--- src/rtl/data_mem_arbiter.sv ---
// Two-requester round-robin arbiter in front of a single-port data memory.
// Each grant runs a fixed IDLE -> ACCESS -> DONE sequence: strobe in ACCESS,
// one-cycle ack to the winner in DONE. All outputs come straight from flops.
module data_mem_arbiter #(
  parameter int Width     = 32,
  parameter int AddrWidth = 9
) (
  input  logic                 clk,
  input  logic                 rst_n,
  input  logic                 m0_req,
  input  logic                 m0_we,
  input  logic [AddrWidth-1:0] m0_addr,
  input  logic [Width-1:0]     m0_wdata,
  output logic                 m0_ack,
  output logic [Width-1:0]     m0_rdata,
  input  logic                 m1_req,
  input  logic                 m1_we,
  input  logic [AddrWidth-1:0] m1_addr,
  input  logic [Width-1:0]     m1_wdata,
  output logic                 m1_ack,
  output logic [Width-1:0]     m1_rdata,
  output logic                 mem_read,
  output logic                 mem_write,
  output logic [AddrWidth-1:0] mem_addr,
  output logic [Width-1:0]     mem_wdata,
  input  logic [Width-1:0]     mem_rdata,
  output logic                 busy,
  output logic                 last_grant,
  output logic [1:0]           state_dbg
);

  // Handshake: a requester holds req (with stable we/addr/wdata) until it
  // sees its ack high for one cycle, and drops req in that same cycle. The
  // request is captured on the grant edge, so later input changes, including
  // dropping req early, do not disturb the transaction already in flight.

  typedef enum logic [1:0] {
    IDLE   = 2'd0,
    ACCESS = 2'd1,
    DONE   = 2'd2
  } state_e;

  state_e                 state_q, state_d;
  logic                   last_grant_q, last_grant_d;
  logic                   we_q, we_d;
  logic [AddrWidth-1:0]   addr_q, addr_d;
  logic [Width-1:0]       wdata_q, wdata_d;
  logic                   mem_read_q, mem_read_d;
  logic                   mem_write_q, mem_write_d;
  logic                   m0_ack_q, m0_ack_d;
  logic                   m1_ack_q, m1_ack_d;
  logic [Width-1:0]       m0_rdata_q, m0_rdata_d;
  logic [Width-1:0]       m1_rdata_q, m1_rdata_d;
  logic                   winner;
  logic                   win_we;

  // Round-robin pick: a lone requester wins; on a tie the one not granted last wins.
  always_comb begin
    winner = (m0_req && m1_req) ? ~last_grant_q : m1_req;
    win_we = winner ? m1_we : m0_we;
  end

  // Next-state and next-output computation; strobes and acks default low.
  always_comb begin
    state_d      = state_q;
    last_grant_d = last_grant_q;
    we_d         = we_q;
    addr_d       = addr_q;
    wdata_d      = wdata_q;
    mem_read_d   = 1'b0;
    mem_write_d  = 1'b0;
    m0_ack_d     = 1'b0;
    m1_ack_d     = 1'b0;
    m0_rdata_d   = m0_rdata_q;
    m1_rdata_d   = m1_rdata_q;
    case (state_q)
      IDLE: begin
        if (m0_req || m1_req) begin
          state_d      = ACCESS;
          last_grant_d = winner;
          we_d         = win_we;
          addr_d       = winner ? m1_addr : m0_addr;
          wdata_d      = winner ? m1_wdata : m0_wdata;
          mem_read_d   = ~win_we;
          mem_write_d  = win_we;
        end
      end
      ACCESS: begin
        state_d = DONE;
        // Read data is captured on the edge leaving ACCESS, into the winner only.
        if (!we_q) begin
          if (last_grant_q) m1_rdata_d = mem_rdata;
          else              m0_rdata_d = mem_rdata;
        end
        m0_ack_d = ~last_grant_q;
        m1_ack_d = last_grant_q;
      end
      DONE: begin
        state_d = IDLE;
      end
      default: begin
        state_d = IDLE;
      end
    endcase
  end

  // Single state/output register bank; reset is asynchronous and parks the
  // grant pointer on requester 1 so requester 0 wins the first tie.
  always_ff @(posedge clk or negedge rst_n) begin
    if (!rst_n) begin
      state_q      <= IDLE;
      last_grant_q <= 1'b1;
      we_q         <= 1'b0;
      addr_q       <= '0;
      wdata_q      <= '0;
      mem_read_q   <= 1'b0;
      mem_write_q  <= 1'b0;
      m0_ack_q     <= 1'b0;
      m1_ack_q     <= 1'b0;
      m0_rdata_q   <= '0;
      m1_rdata_q   <= '0;
    end else begin
      state_q      <= state_d;
      last_grant_q <= last_grant_d;
      we_q         <= we_d;
      addr_q       <= addr_d;
      wdata_q      <= wdata_d;
      mem_read_q   <= mem_read_d;
      mem_write_q  <= mem_write_d;
      m0_ack_q     <= m0_ack_d;
      m1_ack_q     <= m1_ack_d;
      m0_rdata_q   <= m0_rdata_d;
      m1_rdata_q   <= m1_rdata_d;
    end
  end

  assign m0_ack     = m0_ack_q;
  assign m1_ack     = m1_ack_q;
  assign m0_rdata   = m0_rdata_q;
  assign m1_rdata   = m1_rdata_q;
  assign mem_read   = mem_read_q;
  assign mem_write  = mem_write_q;
  assign mem_addr   = addr_q;
  assign mem_wdata  = wdata_q;
  assign busy       = (state_q != IDLE);
  assign last_grant = last_grant_q;
  assign state_dbg  = state_q;

endmodule

--- config.mk ---
export PLATFORM = sky130hd
export DESIGN_NAME = data_mem_arbiter
export DESIGN_NICKNAME = d
export VERILOG_FILES = /design/src/rtl/data_mem_arbiter.sv
export SDC_FILE = /design/constraint.sdc
export NUM_CORES = 1
export LEC_CHECK = 0
export CORE_MARGIN = 2
export CORE_UTILIZATION = 55
export CTS_BUF_LIST = sky130_fd_sc_hd__clkbuf_4
export CTS_CLUSTER_SIZE = 25
export DETAILED_ROUTE_END_ITERATION = 16
export DONT_BUFFER_PORTS = 1
export PLACE_DENSITY = 0.7
export SYNTH_ARGS = -nofsm -noshare
export SYNTH_HDL_FRONTEND = slang
export SYNTH_SLANG_ARGS = --single-unit
--- constraint.sdc ---
create_clock -name clk -period 2.2 [get_ports clk]
set_clock_uncertainty 0.15 [all_clocks]
set_input_delay 0.44 -clock clk [delete_from_list [all_inputs] [get_ports clk]]
set_output_delay 0.44 -clock clk [all_outputs]
set_load 0.05 [all_outputs]
==> results_dict.tcl, run 1 <==
set metrics [dict create \
    status "aborted with a tool error" \
    haltStage "clock tree synthesis (4_1_cts)" \
    stop_error "[ERROR RSZ-0060] Max buffer count reached." \
    cts.path.max_buffers 2 \
    cts_setup_buffers 0 \
    yosys.area.top_type_share_pct 59.7 \
    die_h_um 96.4 \
    ys_warn_count 0 \
    syn_inst 390 \
    yosys-top-cells-area "dfrtp_1, mux2_2, nand2_1" \
    synth_area_um2 4700 \
    cts.sinks 113 \
    cts_buffers 17 \
    hold_buffers 102 \
    synth_edf_count 0 \
    place_hpwl_um 6990 \
    ios 233 \
    initial_core_util_pct 56.9 \
    yosysMostFrequentCell "dfrtp_1" \
    rows 33 \
    dominantRegCellSynth "dfrtp_1" \
    port_buffers 0 \
    die_width_um 96.4 \
    ys_seq_elements 113 \
    cts_resized 0 \
    yosys.area.top_type "dfrtp_1" \
    clockRootBuffer "clkbuf_4" \
    synth.avg_cell_area_um2 12.0 \
    netlist_top_cells_count "dfrtp_1, nand2_1, mux2_2, a21oi_1, a31oi_1" \
    synthDistinctLibCells 25 \
    routabilityCongestion 0.784 \
    ys_seq_area_share_pct 60.2 \
    async_reset_ff_share_pct 100 \
    htreeDepth 4 \
    syn-num-nets 510 \
]
-- metrics by stage --
step / std cells / util, % / setup WS (ns) / area, um^2
after floorplan: 390 / - / 0.126 / 4700
after global placement: 476 / 57.9 / 0.405 / 4780
after detailed placement: 476 / 57.9 / 0.304 / 4780
-- logic make-up after synthesis --
logic type / Yosys count / share of synthesized area [%]
buf+inv: 32 / 4.00
simple gates: 92 / 8.34
mux: 65 / 15.6
compound gates: 88 / 11.9
flops: 113 / 60.2
==> run 2, diff against run 1 <==
==> config.mk (replaced) <==
export PLATFORM = sky130hd
export DESIGN_NAME = data_mem_arbiter
export DESIGN_NICKNAME = d
export VERILOG_FILES = /design/src/rtl/data_mem_arbiter.sv
export SDC_FILE = /design/constraint.sdc
export NUM_CORES = 1
export LEC_CHECK = 0
export CORE_MARGIN = 2
export CORE_UTILIZATION = 40
export DETAILED_ROUTE_END_ITERATION = 16
export DONT_BUFFER_PORTS = 1
export PLACE_DENSITY_LB_ADDON = 0.15
export SYNTH_ARGS = -nofsm -noshare
export SYNTH_HDL_FRONTEND = slang
export SYNTH_SLANG_ARGS = --single-unit
==> results_dict.tcl, run 2 <==
set metrics [dict create \
    status "finished, violations left" \
    violations "negative hold slack" \
    ios 233 \
    synthMuxAreaShare_pct 15.6 \
    yosys.area.top_type_share_pct 59.7 \
    setup_slack_ns 0.147 \
    ys_warn_count 0 \
    port_buffers 0 \
    r2r-end "mem_addr[3]" \
    synth_top_family_by_area "multiplexers" \
    max_slew.worst_pin.slew_ns 0.906 \
    hold_viol 113 \
    crit_path_start "state_dbg[0]" \
    final_cell_area_um2 5500 \
    grt_max_degree 114 \
    fmax_mhz 487 \
    netlist_top_cells_count "dfrtp_1, nand2_1, mux2_2, a21oi_1, a31oi_1" \
    synth_xor_area_share_pct 0 \
    clk_latency_ns 0.40 \
    postRouteAntennaNets 0 \
    yosys.area.top_type "dfrtp_1" \
    busiest_layer "met2" \
    htreeDepth 4 \
    post_dp_cell_area_um2 4840 \
    maxSlewViolCount 0 \
    cp.required_ns 1.61 \
    hold_buffers 1 \
    cts_tree "yes" \
    met1_usage_pct 20.3 \
    ys_seq_area_share_pct 60.2 \
    drcViolationCount 0 \
    cts_buffers 17 \
    rr_startpoint "state_dbg[0]" \
    syn-num-nets 510 \
    clockRootBuffer "clkbuf_16" \
    maxCapViolations 0 \
    cts.sinks 113 \
    rows 39 \
    synth_area_um2 4700 \
    die_width_um 112 \
    final_cell_mix "dfrtp_1, nand2_1, mux2_2" \
    criticalPathCategory "flip-flop to output pin" \
    initial_core_util_pct 41.1 \
    dieArea_um2 12600 \
    synth_edf_count 0 \
    start_kind "flip-flop" \
    layout-drive-gt1-share_pct 30.1 \
    cts_setup_buffers 0 \
    cts.path.max_buffers 2 \
    final.setup.tns_ns 0 \
    final_nets 513 \
    grt_pass1_vias 3141 \
    final_common_cell "dfrtp_1" \
    post-route-min-period_ns 2.05 \
    core_area_um2 11400 \
    synth-adder-area-share_pct 0 \
    routabilityCongestion 0.763 \
    yosysMostFrequentCell "dfrtp_1" \
    min_period_over_period_pct 93.3 \
    firstDrtPassIters 4 \
    die_h_um 112 \
    antenna_found_initial 0 \
    grtUsageTotal_pct 17.4 \
    dp_slack_ns 0.287 \
    rsz0062_at_grt "no" \
    met2_usage_pct 28.4 \
    ff2ff_setup_slack_ns 0.32 \
    grt_pass1_wl_um 17000 \
    syn_inst 390 \
    hold_path.class "input pin to async pin" \
    drt_wl_total_um 10700 \
    finalSetupViolCount 0 \
    clk_pin_slew_ns 0.05 \
    worstSetupEndpoint "busy" \
    synth-simple-area-share_pct 8.34 \
    ys_seq_elements 113 \
    dominantRegCellSynth "dfrtp_1" \
    wl_per_cell_um 19.5 \
    place_hpwl_um 7350 \
    cp-end-kind "output pin" \
    ff2ff_path_depth 3 \
    yosys-top-cells-area "dfrtp_1, mux2_2, nand2_1" \
    hold_slack_ns -0.408 \
    grt_remaining_overflow 0 \
    synthDistinctLibCells 25 \
    drt-initial-drc-count 219 \
    async_reset_ff_share_pct 100 \
    use_met3_pct 6.48 \
    synth_compound_area_share_pct 11.9 \
    diodes 0 \
    critical_path.max_fanout 17 \
    cp.arrival_ns 1.46 \
    synth.avg_cell_area_um2 12.0 \
    syn2layout_area_growth_pct 17.1 \
    viasPerCell 5.54 \
    cts_resized 0 \
    slew_headroom_pct 39.6 \
    vias 3034 \
]
==> run 2: worst max-delay path, cell delays in order, from the launching register on <==
cell	delay (ns)
dfrtp_1	0.44
nor2_4	0.14
buf_4	0.24
inv_1	0.06
buf_4	0.19
==> run 2: cell families (layout without fill, tap and decap cells) <==
family | after synthesis | in the layout
and+or+nand+nor | 92 | 92
muxes | 65 | 65
buffers and inverters | 32 | 47
AOI/OAI and AO/OA | 88 | 88
DFF | 113 | 113
==> run 2: worst min-delay path by stage <==
stage          cells after the start      endpoint   from
2_1_floorplan                      0        m0_ack  rst_n
4_1_cts                            0  mem_wdata[8]  rst_n
6_report                           0  m0_rdata[11]  rst_n
5_1_grt                            0  m0_rdata[20]  rst_n
3_3_place_gp                       0   m0_rdata[6]  rst_n
3_5_place_dp                       0  m0_rdata[11]  rst_n
==> run 2: final cells by class <==
class | instances | area (um^2)
timing repair buffer | 14 | 133
clock inverter | 10 | 181
multi-input combinational | 245 | 1700
tap | 143 | 179
sequential | 113 | 2830
fill | 1035 | 5920
inverter | 2 | 7.51
clock buffer | 21 | 470
==> run 2: routing by layer <==
metal	part of all wire (%)	wire length [um]	vias up
li1	-	-	1373
met1	38	4020	1489
met2	51	5420	158
met3	9.9	1060	14
met4	1.6	175	0
met5	0	0	-
==> run 2: metrics by stage <==
stage | util, % | std cells | hold slack, ns
after CTS | 48.2 | 548 | -0.433
after global routing | 48.2 | 548 | -0.436
after global placement | 42.4 | 516 | -0.00253
final | 48.2 | 548 | -0.408
after detailed placement | 42.4 | 516 | -0.00246
after floorplan | - | 390 | -0.00559
Power of run 2 is left out: the tool's default activity adds up to more than one toggle a clock period on the data nets, which glitch-free logic cannot reach.
==> run 3, diff against run 2 <==
--- a/config.mk
+++ b/config.mk
@@ -5,6 +5,7 @@
 export SDC_FILE = /design/constraint.sdc
 export NUM_CORES = 1
 export LEC_CHECK = 0
+export ABC_CLOCK_PERIOD_IN_PS = 2200
 export CORE_MARGIN = 2
 export CORE_UTILIZATION = 40
 export DETAILED_ROUTE_END_ITERATION = 16
==> results of run 3 <==
The final DEF is identical to that of run 2; final timing and power are the same.
Power of run 3 is left out for the same reason.
